<file path="src/rtl/pool_window_buffer.sv">
// pool_window_buffer: re-orders a raster-order feature map into 2x2 pooling
// windows. Even rows are parked in a line buffer; on each odd-row/odd-col
// pixel the four window samples are emitted as a 4-beat burst with a start
// pulse on the first beat, while ready_in throttles upstream.
module pool_window_buffer #(
  parameter int bits       = 8,
  parameter int img_width  = 8,
  parameter int img_height = 8,
  parameter int col_bits   = 3,
  parameter int row_bits   = 3
) (
  input  logic            clk_in,
  input  logic            rst,
  input  logic [bits-1:0] data_in,
  input  logic            valid_in,
  output logic            ready_in,
  output logic [bits-1:0] data_out,
  output logic            valid_out,
  output logic            start,
  output logic            frame_done
);

  typedef enum logic {S_IDLE = 1'b0, S_EMIT = 1'b1} state_t;

  state_t              state_q, state_d;
  logic [1:0]          beat_q, beat_d;
  logic [col_bits-1:0] col_q, col_d;
  logic [row_bits-1:0] row_q, row_d;
  logic [bits-1:0]     hold_q, hold_d;
  logic [bits-1:0]     tr_q, tr_d;
  logic [bits-1:0]     br_q, br_d;
  logic [bits-1:0]     data_out_q, data_out_d;
  logic                valid_out_q, valid_out_d;
  logic                start_q, start_d;
  logic                frame_done_q, frame_done_d;
  logic                ready_q, ready_d;

  logic [bits-1:0]     line_buf [img_width];

  logic                accept_s;
  logic                col_last_s;
  logic                row_last_s;
  logic                fire_s;

  assign accept_s   = valid_in && ready_q;
  assign col_last_s = (col_q == col_bits'(img_width - 1));
  assign row_last_s = (row_q == row_bits'(img_height - 1));
  assign fire_s     = accept_s && row_q[0] && col_q[0];

  assign ready_in   = ready_q;
  assign data_out   = data_out_q;
  assign valid_out  = valid_out_q;
  assign start      = start_q;
  assign frame_done = frame_done_q;

  // Line buffer: even-row pixels are parked here until the odd row below arrives.
  always_ff @(posedge clk_in) begin
    if (accept_s && !row_q[0]) begin
      line_buf[col_q] <= data_in;
    end
  end

  // Next-state logic: counters, hold/capture registers and the emission FSM.
  always_comb begin
    state_d      = state_q;
    beat_d       = beat_q;
    col_d        = col_q;
    row_d        = row_q;
    hold_d       = hold_q;
    tr_d         = tr_q;
    br_d         = br_q;
    data_out_d   = data_out_q;
    valid_out_d  = 1'b0;
    start_d      = 1'b0;
    frame_done_d = 1'b0;
    ready_d      = ready_q;

    if (accept_s) begin
      if (col_last_s) begin
        col_d = {col_bits{1'b0}};
        if (row_last_s) begin
          row_d        = {row_bits{1'b0}};
          frame_done_d = 1'b1;
        end else begin
          row_d = row_q + row_bits'(1);
        end
      end else begin
        col_d = col_q + col_bits'(1);
      end
      if (row_q[0] && !col_q[0]) begin
        hold_d = data_in;
      end else begin
        hold_d = hold_q;
      end
    end else begin
      col_d = col_q;
    end

    case (state_q)
      S_IDLE: begin
        if (fire_s) begin
          // The top-right and bottom-right samples are captured now so a
          // following frame may overwrite the line buffer during the burst.
          state_d     = S_EMIT;
          beat_d      = 2'd0;
          data_out_d  = line_buf[col_q - col_bits'(1)];
          tr_d        = line_buf[col_q];
          br_d        = data_in;
          valid_out_d = 1'b1;
          start_d     = 1'b1;
          ready_d     = 1'b0;
        end else begin
          state_d = S_IDLE;
        end
      end
      S_EMIT: begin
        case (beat_q)
          2'd0: begin
            data_out_d  = tr_q;
            valid_out_d = 1'b1;
            beat_d      = 2'd1;
          end
          2'd1: begin
            data_out_d  = hold_q;
            valid_out_d = 1'b1;
            beat_d      = 2'd2;
          end
          2'd2: begin
            data_out_d  = br_q;
            valid_out_d = 1'b1;
            beat_d      = 2'd3;
            ready_d     = 1'b1;
          end
          2'd3: begin
            state_d = S_IDLE;
            beat_d  = 2'd0;
          end
          default: begin
            state_d = S_IDLE;
            beat_d  = 2'd0;
            ready_d = 1'b1;
          end
        endcase
      end
      default: begin
        state_d = S_IDLE;
        beat_d  = 2'd0;
        ready_d = 1'b1;
      end
    endcase
  end

  // State and output registers with synchronous reset.
  always_ff @(posedge clk_in) begin
    if (rst) begin
      state_q      <= S_IDLE;
      beat_q       <= 2'd0;
      col_q        <= {col_bits{1'b0}};
      row_q        <= {row_bits{1'b0}};
      hold_q       <= {bits{1'b0}};
      tr_q         <= {bits{1'b0}};
      br_q         <= {bits{1'b0}};
      data_out_q   <= {bits{1'b0}};
      valid_out_q  <= 1'b0;
      start_q      <= 1'b0;
      frame_done_q <= 1'b0;
      ready_q      <= 1'b1;
    end else begin
      state_q      <= state_d;
      beat_q       <= beat_d;
      col_q        <= col_d;
      row_q        <= row_d;
      hold_q       <= hold_d;
      tr_q         <= tr_d;
      br_q         <= br_d;
      data_out_q   <= data_out_d;
      valid_out_q  <= valid_out_d;
      start_q      <= start_d;
      frame_done_q <= frame_done_d;
      ready_q      <= ready_d;
    end
  end

endmodule

</file>
<file path="config.mk">
export PLATFORM = sky130hd
export DESIGN_NAME = pool_window_buffer
export DESIGN_NICKNAME = d
export VERILOG_FILES = /design/src/rtl/pool_window_buffer.sv
export SDC_FILE = /design/constraint.sdc
export NUM_CORES = 1
export LEC_CHECK = 0
export CAP_MARGIN = 20
export CORE_MARGIN = 2
export CORE_UTILIZATION = 40
export CTS_CLUSTER_SIZE = 10
export DETAILED_ROUTE_END_ITERATION = 7
export HOLD_SLACK_MARGIN = 0.15
export MAX_ROUTING_LAYER = met4
export PLACE_DENSITY = 0.57
export SLEW_MARGIN = 30
export SYNTH_ARGS = -nofsm -noshare
export SYNTH_HDL_FRONTEND = slang
export SYNTH_SLANG_ARGS = --single-unit
export TNS_END_PERCENT = 30
</file>
<file path="constraint.sdc">
create_clock -name clk_in -period 2.1 [get_ports clk_in]
set_input_delay 0.42 -clock clk_in [delete_from_list [all_inputs] [get_ports clk_in]]
set_output_delay 0.42 -clock clk_in [all_outputs]
set_load 0.05 [all_outputs]
</file>
# == After elaboration in Yosys (flattened, before gate mapping) ==
# Memory sizes are Yosys's and may differ from the RTL's. A register that Yosys moved wholly into a read port is not among the register bits.
# Cells that the tools add are included.
# totals
reg_bits,37
ramBits,64
in_bits,11
out_inout_bits,12
elab_cells,61
memories,1
# classes
add_sub_neg,3
eq_ne,8
muxes,19
bitwise,3
n_reduce_logical,16
# memory_table
memory,depth,word_bits,read_ports,rd_clocked_by_memory_dff,write_ports,line,source
line_buf,8,8,2,1,1,38,logic [bits-1:0] line_buf [img_width];
# op_table
operator,n
8-bit case mux with 3 select lines,1
8-bit case mux with 2 select lines,1
2-bit AND reduction,5
1-bit two-way mux,8
8-bit two-way mux,1
2-bit case mux with 4 select lines,1
3-bit by 1-bit adder with 3-bit output (second input constant),2
3-bit equality test (second input constant),2
3-bit two-way mux,2
1-bit case mux with 2 select lines,3
3-bit OR reduction,2
1-bit logical AND,5
2-bit equality test (second input constant),2
4-bit by 1-bit != test with 1-bit output (second input constant),1
2-bit case mux with 2 select lines,1
1-bit inverter,3
3-bit by 1-bit subtractor with 3-bit output (second input constant),1
2-bit by 1-bit equality test with 1-bit output (second input constant),1
1-bit logical NOT,2
2-bit logical NOT,1
2-bit two-way mux,1
2-bit by 1-bit != test with 1-bit output (second input constant),1
2-bit != test (second input constant),1
2-bit OR reduction,1

# == Logic depth before layout (Yosys ltp) ==
# logic_depth
word_depth,5
depth_mapped,9
depth_no_buf,6

# == Worst setup path after synthesis ==
# No wires, ideal clock.
# synth_path
path_type,register -> register
startpoint,register ready_q (netlist: ready_in)
endpoint,"memory line_buf[1][0], enable pin"
setup_ns,0.383
arrival_time_ns,1.919
required_time_ns,1.717
slack_ns,-0.202
stages_incl_launch_ff,5
n_path_buf,0
period_less_slack_ns,2.302
path_cell_list,dfxtp_1 > nand2_1 > nor2_1 > nand2_1 > nor3_1
# synth_between
elab_chain_len,4
# synth_lines
element,line,source
from (decl),36,"logic ready_q, ready_d;"
from (signal assigned),180,ready_q <= ready_d;
1-bit logical AND,45,assign accept_s = valid_in && ready_q;
1-bit logical AND,58,if (accept_s && !row_q[0]) begin
1-bit two-way mux,58,
1-bit two-way mux (not written as such),59,line_buf[col_q] <= data_in;
to (decl),38,
# Every way passes these cells.

# == Worst setup path after layout ==
# layout_path
startpoint,register data_out_q[5] (netlist: data_out[5])
endpoint,output data_out[5]
# layout_lines
element,line,source
from (decl),32,"logic [bits-1:0] data_out_q, data_out_d;"
from (signal assigned),163,data_out_q <= {bits{1'b0}};
from (signal assigned),176,data_out_q <= data_out_d;
to (decl),17,"output logic [bits-1:0] data_out,"
# No word-level cell between the ends.

==> run_results.csv <==
group,metric,value,unit
timing,hold_viol_final,0,
clocking,cts_max_level,3,
yosys,ys_ff_latch,108,
yosys,synth_area,4660,µm²
yosys,synth_area_per_cell,12.7,µm²
grt,antenna_found_initial,0,
power_and_ir_drop,cellPowerDensity,802,nW/µm²
clocking,cts.sinks,108,
drt,via_per_inst,5.32,
yosys,yosysWarnings,0,
power_and_ir_drop,peakVddDrop,0.422,mV
placed_design,place_worst_setup_slack,65.5,ps
yosys,synth_cell_types,40,
drt,routedWlPerCell,18.0,µm
power_and_ir_drop,power_leakage,0.00181,µW
grt,grt_use_total,17.3,%
drt,drtIter0Drc,263,
grt,grt_pass1_wl,16100,µm
hold_path,hold_path.class,"flop to flop",
yosys,synth-edff-count,64,
grt,grt_pass1_vias,2910,
timing,setup_ws,132,ps
timing,drv_slew,0,
outcome,outcome,"complete, no violations",
floorplanning,ioPinCount,23,
placed_design,portBuffers,22,
floorplanning,coreArea,11400,µm²
yosys,ys.flop_type,"edfxtp_1",
drt,drt-pass1-iter-count,4,
floorplanning,die_w,112,µm
setup_path,slowest_delay,820,ps
drt,routed_wl,9910,µm
clocking,cts_buffers,9,
grt,grt_max_degree,45,
setup_path,worstPathArrival,1550,ps
placed_design,place_area,5170,µm²
setup_path,crit_family,"buffers and inverters",
final_layout,antenna_cells,0,
timing,finalSetupViolCount,0,
setup_path,start_kind,"flop",
final_layout,areaGrowthSynthToFinish,17.9,%
setup_path,critPathKind,"flop to output pin",
clocking,cts_resized,0,
final_layout,fin_nets,425,
drt,postRouteAntennaNets,0,
job,max_cap_violations,0,
timing,skew,7.11,ps
yosys,synth_fp_nets,389,
yosys,synthCells,368,
drt,vias,2935,
clocking,cts-root-buf,"clkbuf_16",
yosys,async_flop_share,0,%
yosys,ys_seq_area_share,60.2,%
clocking,postCtsSetupBuffers,0,
setup_path,reg2reg_depth,6,
setup_path,crit_buf_inv,1,
setup_path,worst-path-max-fanout,2,
setup_path,worst-path-stages,1,
final_layout,final_area,5490,µm²
floorplanning,initial_utilization,41.0,%
placed_design,hpwl,7120,µm
clocking,postCtsHoldBufs,0,
grt,grt_overflow,0,
power_and_ir_drop,finalPower,4410,µW
timing,period_share,93.7,%
setup_path,critPathCaptureType,"output pin",
clocking,clk_latency,350,ps
setup_path,crit_required,1680,ps
timing,rsz0062_at_grt,"false",
final_layout,finish.utilization,48.3,%
floorplanning,die_area,12500,µm²
setup_path,path_cells,"clkdlybuf4s50_1",
placed_design,gp_congestion,0.791,
final_layout,drive_gt1_share,19.1,%
drt,drcViolationCount,0,
floorplanning,fp-row-count,39,
hold_path,whs_path_depth,2,
timing,worst_pin_slew,546,ps
floorplanning,fp.dieH,112,µm
final_layout,fillCellCount,1033,
setup_path,critPathSlowestCell,"clkdlybuf4s50_1",
timing,finalCriticalPeriod,1970,ps
clocking,cts_tree,"yes",
clocking,clk_pin_slew,70,ps
timing,fmax,508,MHz
clocking,clk_path_buf_depth,2,
timing,max-slew-margin-rel,63.5,%
==> registers in the layout, summed over array words and instances (netlist names), 2 cells and up <==
register / cells
tr_q: 8
beat_q: 2
hold_q: 8
line_buf: 64
col_q: 3
br_q: 8
row_q: 3
data_out: 8
==> layer usage <==
| layer | up-vias | global-route usage (%) | wire, µm |
|---|---|---|---|
| met5 | - | - | 0 |
| met4 | 0 | 7.16 | 229 |
| met3 | 16 | 3.21 | 344 |
| met2 | 48 | 25.4 | 4500 |
| met1 | 1431 | 23.9 | 4840 |
| li1 | 1440 | - | - |
==> cell usage in the layout (no fill, tap or decap), drive strengths merged, types with 9 or more instances in the layout <==
cell type,instances
a21oi,36
mux2i,9
nor2,40
mux4,21
buf,30
edfxtp,64
nand2,56
dfxtp,44
clkbuf,9
clkdlybuf4s50,20
a22oi,17
ha,10
==> worst paths after layout <==
check / start / slack, ps / end
max: data_out[5] / 130 / data_out[5]
min: hold_q[7] / 460 / hold_q[7]
max reg2reg: col_q[0] / 210 / data_out[1]
min reg2reg: hold_q[7] / 460 / hold_q[7]
==> cells by family after synthesis <==
kind of cell               count (synthesis)  share of synthesized area, %
buffers and inverters                     30                          3.38
adders and majority gates                 10                          2.69
muxes                                     31                          12.4
and+or+nand+nor                          114                          10.5
AOI/OAI and AO/OA                         74                          10.7
DFF                                      108                          60.2
xor gates and xnor gates                   1                         0.188
==> power by group <==
group | leakage [µW] | internal [µW] | switching, µW | total, µW
Sequential | 0.000936 | 2270 | 9.90 | 2280
Clock | 0.000149 | 1050 | 765 | 1820
Combinational | 0.000721 | 139 | 173 | 312
==> per-stage QoR <==
step	instances	hold slack [ps]	TNS, ps
2_1_floorplan	368	432	-1610
3_3_place_gp	536	440	0
3_5_place_dp	536	448	0
4_1_cts	552	458	0
5_1_grt	552	478	0
6_report	552	459	0
==> cells in the mapped netlist (2+ instances only) <==
master,n,area share (%)
a211oi_1,2,0.32
a21oi_1,36,3.9
a22oi_1,17,2.7
a311oi_1,8,1.5
buf_2,12,1.3
buf_6,2,0.48
clkbuf_1,8,0.64
dfxtp_1,44,19
edfxtp_1,64,41
ha_1,10,2.7
inv_1,4,0.32
mux2i_1,9,1.9
mux4_2,21,10
nand2_1,56,4.5
nand3_1,2,0.21
nand4_1,2,0.27
nor2_1,38,3.1
nor3_1,7,0.75
nor3b_1,2,0.32
o211ai_1,2,0.32
o21a_1,3,0.48
==> layout make-up <==
| class | count | area (µm²) | share of cell area (%) |
|---|---|---|---|
| Sequential cell | 108 | 2800 | 51.0 |
| Multi-Input combinational cell | 230 | 1710 | 31.0 |
| Timing Repair Buffer | 50 | 463 | 8.43 |
| Clock buffer | 9 | 225 | 4.10 |
| Tap cell | 143 | 179 | 3.26 |
| Clock inverter | 7 | 97.6 | 1.78 |
| Inverter | 5 | 18.8 | 0.342 |
No activity file was read; power rests on OpenSTA's default activity.
